`src/rtl/sigmoid_sym_pipe_pkg.sv`:
```
// Shared definitions for the symmetric sigmoid pipeline.
// Q4.16 constants, PWL breakpoints, offsets and shifts, and the sample type.
package sigmoid_pkg;

  localparam int unsigned SDW = 20;

  typedef logic [SDW-1:0] sample_t;

  // Q4.16 constants (1.0 = 65536)
  localparam sample_t ONE    = 20'd65536;
  localparam sample_t HALF   = 20'd32768;
  localparam sample_t BREAK0 = 20'd65536;
  localparam sample_t BREAK1 = 20'd155648;
  localparam sample_t SAT_X  = 20'd327680;

  // segment offsets
  localparam sample_t OFF0 = 20'd32768;
  localparam sample_t OFF1 = 20'd40960;
  localparam sample_t OFF2 = 20'd55296;

  // segment slopes as right shifts (1/4, 1/8, 1/32)
  localparam int unsigned SH0 = 2;
  localparam int unsigned SH1 = 3;
  localparam int unsigned SH2 = 5;

endpackage

```
`src/rtl/sigmoid_sym_pipe_if.sv`:
```
// Streaming bus for sigmoid_sym_pipe.
// Input stream: in_data/in_valid/in_ready. Output stream: out_data/out_valid/out_ready.
// Side band: sat_clr (clear) and sat_count (saturation-event counter).
// master = producer/consumer environment, slave = the pipeline.
interface sigmoid_sym_pipe_if #(
  parameter int DW = 20,
  parameter int CW = 16
);
  logic [DW-1:0] in_data;
  logic          in_valid;
  logic          in_ready;
  logic [DW-1:0] out_data;
  logic          out_valid;
  logic          out_ready;
  logic          sat_clr;
  logic [CW-1:0] sat_count;

  modport master (
    output in_data, in_valid, out_ready, sat_clr,
    input  in_ready, out_data, out_valid, sat_count
  );

  modport slave (
    input  in_data, in_valid, out_ready, sat_clr,
    output in_ready, out_data, out_valid, sat_count
  );
endinterface

```
`src/rtl/sigmoid_sym_pipe_pwl_seg.sv`:
```
// Combinational positive-half piecewise-linear sigmoid.
// Ports: m   - unsigned Q4.16 magnitude
//        z   - sigmoid(m), unsigned Q4.16, range 32768..65536
//        sat - magnitude at or beyond the saturation point
module sigmoid_pwl_seg
  import sigmoid_pkg::*;
(
  input  sample_t m,
  output sample_t z,
  output logic    sat
);

  always_comb begin
    z   = ONE;
    sat = 1'b0;
    if (m >= SAT_X) begin
      z   = ONE;
      sat = 1'b1;
    end else if (m >= BREAK1) begin
      z = (m >> SH2) + OFF2;
    end else if (m >= BREAK0) begin
      z = (m >> SH1) + OFF1;
    end else begin
      z = (m >> SH0) + OFF0;
    end
  end

endmodule

```
`src/rtl/sigmoid_sym_pipe.sv`:
```
// Three-stage streaming sigmoid: S1 fold to magnitude, S2 PWL, S3 symmetry.
// Ports: clk, rst (synchronous, active-high), bus (slave side of
// sigmoid_sym_pipe_if: in/out valid-ready streams, sat_clr, sat_count).
module sigmoid_sym_pipe
  import sigmoid_pkg::*;
#(
  parameter int DW = 20,
  parameter int CW = 16
) (
  input  logic               clk,
  input  logic               rst,
  sigmoid_sym_pipe_if.slave  bus
);

  logic          v1, v2, v3;
  logic          r1, r2, r3;
  sample_t       m1, z2, od3;
  logic          neg1, neg2;
  logic          sat2, sat3;
  sample_t       fold;
  sample_t       z_c;
  logic          sat_c;
  logic [CW-1:0] sat_cnt;

  // per-stage ready: a stage can load if empty or its content moves on
  assign r3 = !v3 || bus.out_ready;
  assign r2 = !v2 || r3;
  assign r1 = !v1 || r2;

  // two's-complement magnitude; -2^19 maps to 2^19, still representable unsigned
  always_comb begin
    fold = bus.in_data;
    if (bus.in_data[DW-1]) fold = ~bus.in_data + 20'd1;
  end

  sigmoid_pwl_seg u_pwl (
    .m   (m1),
    .z   (z_c),
    .sat (sat_c)
  );

  // data registers only load on a valid upstream beat so idle inputs never leak
  always_ff @(posedge clk) begin
    if (rst) begin
      v1      <= 1'b0;
      v2      <= 1'b0;
      v3      <= 1'b0;
      od3     <= '0;
      sat_cnt <= '0;
    end else begin
      if (r1) begin
        v1 <= bus.in_valid;
        if (bus.in_valid) begin
          m1   <= fold;
          neg1 <= bus.in_data[DW-1];
        end
      end
      if (r2) begin
        v2 <= v1;
        if (v1) begin
          z2   <= z_c;
          neg2 <= neg1;
          sat2 <= sat_c;
        end
      end
      if (r3) begin
        v3 <= v2;
        if (v2) begin
          od3  <= neg2 ? (ONE - z2) : z2;
          sat3 <= sat2;
        end
      end
      if (bus.sat_clr) begin
        sat_cnt <= '0;
      end else if (v3 && bus.out_ready && sat3 && (sat_cnt != '1)) begin
        sat_cnt <= sat_cnt + CW'(1);
      end
    end
  end

  assign bus.in_ready  = r1;
  assign bus.out_valid = v3;
  assign bus.out_data  = od3;
  assign bus.sat_count = sat_cnt;

endmodule

```
`src/flat_wrapper.sv`:
```
// flat-port wrapper written by rule: the top's interface ports become plain ports
module sigmoid_sym_pipe_flat import sigmoid_pkg::*;
#(
  parameter int DW = 20,
  parameter int CW = 16
)
  (clk, rst, bus_in_data, bus_in_valid, bus_out_ready, bus_sat_clr, bus_in_ready, bus_out_data, bus_out_valid, bus_sat_count);
  sigmoid_sym_pipe_if #(.DW(DW), .CW(CW)) bus_i ();
  input  logic clk;
  input  logic rst;
  input wire logic [$bits(bus_i.in_data)-1:0] bus_in_data;
  input wire logic [$bits(bus_i.in_valid)-1:0] bus_in_valid;
  input wire logic [$bits(bus_i.out_ready)-1:0] bus_out_ready;
  input wire logic [$bits(bus_i.sat_clr)-1:0] bus_sat_clr;
  output wire logic [$bits(bus_i.in_ready)-1:0] bus_in_ready;
  output wire logic [$bits(bus_i.out_data)-1:0] bus_out_data;
  output wire logic [$bits(bus_i.out_valid)-1:0] bus_out_valid;
  output wire logic [$bits(bus_i.sat_count)-1:0] bus_sat_count;
  assign bus_i.in_data = bus_in_data;
  assign bus_i.in_valid = bus_in_valid;
  assign bus_i.out_ready = bus_out_ready;
  assign bus_i.sat_clr = bus_sat_clr;
  assign bus_in_ready = bus_i.in_ready;
  assign bus_out_data = bus_i.out_data;
  assign bus_out_valid = bus_i.out_valid;
  assign bus_sat_count = bus_i.sat_count;
  sigmoid_sym_pipe #(.DW(DW), .CW(CW)) u_core (.clk(clk), .rst(rst), .bus(bus_i));
endmodule
```
`config.mk`:
```
export PLATFORM = sky130hd
export DESIGN_NAME = sigmoid_sym_pipe_flat
export DESIGN_NICKNAME = d
export VERILOG_FILES = /design/src/rtl/sigmoid_sym_pipe_pkg.sv /design/src/rtl/sigmoid_sym_pipe_if.sv /design/src/rtl/sigmoid_sym_pipe_pwl_seg.sv /design/src/rtl/sigmoid_sym_pipe.sv /design/src/flat_wrapper.sv
export SDC_FILE = /design/constraint.sdc
export NUM_CORES = 1
export LEC_CHECK = 0
export CELL_PAD_IN_SITES_DETAIL_PLACEMENT = 2
export CELL_PAD_IN_SITES_GLOBAL_PLACEMENT = 2
export CORE_MARGIN = 5
export CORE_UTILIZATION = 35
export DETAILED_ROUTE_END_ITERATION = 8
export HOLD_SLACK_MARGIN = 0.12
export PLACE_DENSITY_LB_ADDON = 0.1
export REMOVE_ABC_BUFFERS = 1
export SETUP_SLACK_MARGIN = 0.15
export SYNTH_ARGS = -nofsm -noshare
export SYNTH_HDL_FRONTEND = slang
export SYNTH_SLANG_ARGS = --single-unit
```
`constraint.sdc`:
```
create_clock -name clk -period 3.26 [get_ports clk]
set_input_delay 0.326 -clock clk [delete_from_list [all_inputs] [get_ports clk]]
set_output_delay 0.326 -clock clk [all_outputs]
set_load 0.02 [all_outputs]
```
==> impl_results.md <==
* DIE WIDTH at 121.3 um
* CTS sink cnt at 82
* Worst reg2reg path endpoint: u_core.z2[16]
* # IOs at 63
* H-tree depth at 3
* Top FF cell, synth: edfxtp_1
* Final Wtd Congestion at 0.7973
* Worst-case clock buffer depth at 2
* Die area at 0.01472 sq mm
* Vias in the first global route at 3,704
* Core ar. at 0.01206 sq mm
* DR pass1 iterations at 4
* Gr ovfl total at 0
* Vias at 3,460
* Setup slack, reg-to-reg at 740 ps
* Unrepaired setup endpoints after global routing: no
* Critical path launch point type: register
* Worst slew margin at 47.21%
* Hold Path Class: reg -> reg
* Final Setup Violations at 0
* Ys async rst share at 0%
* Worst-case reg-to-reg path depth at 7
* Hold-fix buffers at CTS at 0
* Hold slack at 417.5 ps
* Min Tclk post-route at 2517 ps
* First-pass GRT wire length at 18,790 um
* Post-Syn Instances at 424
* Setup Crit Path Kind: reg -> reg
* Iter 0 DRT Violations at 165
* Largest net degree at the start of global routing at 39
* Power per cell area at 448.6 mW/mm^2
* Max VDD drop at 0.2660 mV
* CP endpoint kind: register
* WL final at 10,980 um
* Status: finished, final reports clean
* Reg-to-reg startpoint: u_core.m1[16]
* Setup TNS at 0 ps
* Detail Route Antenna Nets at 0
* Synth Area per Inst at 10.23 sq um
* CTS tree: yes
* Critical path peak fanout at 14
* Clock latency on the worst-skew pair at 330 ps
* Pleak at 1.826 nW
* Initial core utilization at 35.96%
* Core Rows at 40
* Cell depth of the worst min-delay path at 0
* Initial antenna violation count at 0
* Max Cap Viol at 0
* CP Capture Point: u_core.z2[16]
* Period utilisation layout at 77.21%
* CP Data Arrival Time at 2600 ps
* Reg clk slew, reported paths at 60 ps
* Seq/Total Area, Yosys at 47.76%
* Port Buffer Count at 62
* Residual DRC at 0
* Total GRT Usage at 15.57%
* Cell Area, Synth at 0.004338 sq mm
* Post-DP HPWL at 8326 um
* Post-synth top area share at 29.77%
* Postcts setup bufs at 0
* Worst Path Required at 3350 ps
* Crit path launch: u_core.m1[16]
* Worst slew pin tran at 785.8 ps
* Final Hold Fails at 0
* Die H at 121.3 um
* Top area cells in the synthesized netlist: edfxtp_1 (30%), dfxtp_1 (18%), xnor2_1 (5.2%)
* Num CTS Buffers at 9
* Clk root buf: clkbuf_16
* Ant. Diodes at 0
* Routed wire per std cell at 16.72 um
* Final clock skew at 6.591 ps
* Resized Gates After CTS at 0
* Nets@finish at 521
* Synth area leader: edfxtp_1
* Yosys cell types at 56
* Max frequency at 0.3973 GHz
* Post-synth EDFFs at 43
* Share of cells above drive strength 1 at 8.180%
* Slew Limit Fails at 0
* Area grow syn2layout at 26.05%
* Yosys warns at 0
* FF+latch count, synth at 82
* Via density at 5.266
[layout make-up]
class / count / area (sq um)
Clock inverter: 4 / 50.05
Multi-Input combinational cell: 309 / 2152
Timing Repair Buffer: 70 / 680.7
Inverter: 12 / 45.04
Clock buffer: 12 / 257.7
Fill cell: 1278 / 6594
Tap cell: 168 / 210.2
Sequential cell: 82 / 2072
[state kept, by name, summed over array words and instances (netlist names)]
| signal | cells |
|---|---|
| u_core.neg1 | 1 |
| u_core.bus.out_data | 20 |
| u_core.neg2 | 1 |
| u_core.z2 | 19 |
| u_core.m1 | 20 |
| u_core.v1 | 1 |
| u_core.sat3 | 1 |
| u_core.v2 | 1 |
| u_core.bus.sat_count | 16 |
| u_core.bus.out_valid | 1 |
| u_core.sat2 | 1 |
[synth_stat cells, types with 6 or more instances]
master / instances
or4_1: 6
nor3_1: 15
a211oi_1: 28
edfxtp_1: 43
and3_1: 6
nor2_1: 45
a21oi_1: 18
a221oi_1: 9
ha_1: 12
dfxtp_1: 39
xor2_1: 19
clkbuf_1: 19
o21ai_0: 10
nand2b_1: 6
o31ai_1: 10
inv_1: 12
xnor2_1: 26
nand3_1: 12
nand2_1: 22
[worst min path at each step]
stage / end / start
after floorplan: u_core.bus.out_data[0] / rst
after global placement: u_core.sat3 / u_core.sat2
after detailed placement: u_core.sat3 / u_core.sat2
after CTS: u_core.sat3 / u_core.sat2
after global routing: u_core.sat3 / u_core.sat2
final: u_core.sat3 / u_core.sat2
[worst max-delay path, stage by stage, from the launching register on]
cell and delay (ps):
edfxtp_1 540, inv_1 150, ha_1 270, a2111oi_4 290, buf_4 250, o21ai_0 180
or3_1 340, a31o_2 250
[cell usage in the layout (no fill, tap or decap), types with 8 or more instances in the layout]
master,count
o31ai_1,10
dfxtp_1,39
buf_4,8
a221oi_1,9
nand2_1,22
a21oi_1,17
ha_1,12
inv_1,12
nand3_1,12
a211oi_1,28
edfxtp_1,43
nor3_1,15
clkbuf_16,10
nor2_1,45
xnor2_1,26
xor2_1,19
clkdlybuf4s50_1,62
o21ai_0,10
[per-layer routing]
layer	vias up	track usage (%)	routed length [um]
li1	1725	-	-
met3	12	2.284	283
met5	-	0	0
met2	53	26.74	5483
met4	0	4.832	137
met1	1670	20.16	5077
[cells by family (layout without fill, tap and decap cells)]
family	after synthesis	count (layout)	share of synthesized area (%)
buffers and inverters	33	98	2.884
xor gates and xnor gates	45	45	9.086
and+or+nand+nor	147	147	18.11
AOI/OAI and AO/OA	102	102	18.14
DFF	82	82	47.76
other	1	1	0.08645
adders and majority gates	12	12	3.461
muxes	2	2	0.4615
[through the flow]
stage	total power [mW]	worst slack, ps	area [sq um]	utilization (%)	instances
finish	2.453	742.8	5468	45.33	657
global route	2.554	627.8	5468	45.33	657
CTS	2.484	729.3	5468	45.33	657
detailed placement	1.441	720.0	5160	42.78	641
global placement	1.428	801.7	5160	42.78	641
floorplan	1.316	385.0	4258	-	403
[report_power, final]
group	internal, mW	total [mW]	switching (mW)
Clock	0.639	1.04	0.399
Combinational	0.113	0.245	0.132
Sequential	1.13	1.17	0.0388
Note: power is estimated with default switching activity, not from simulation.
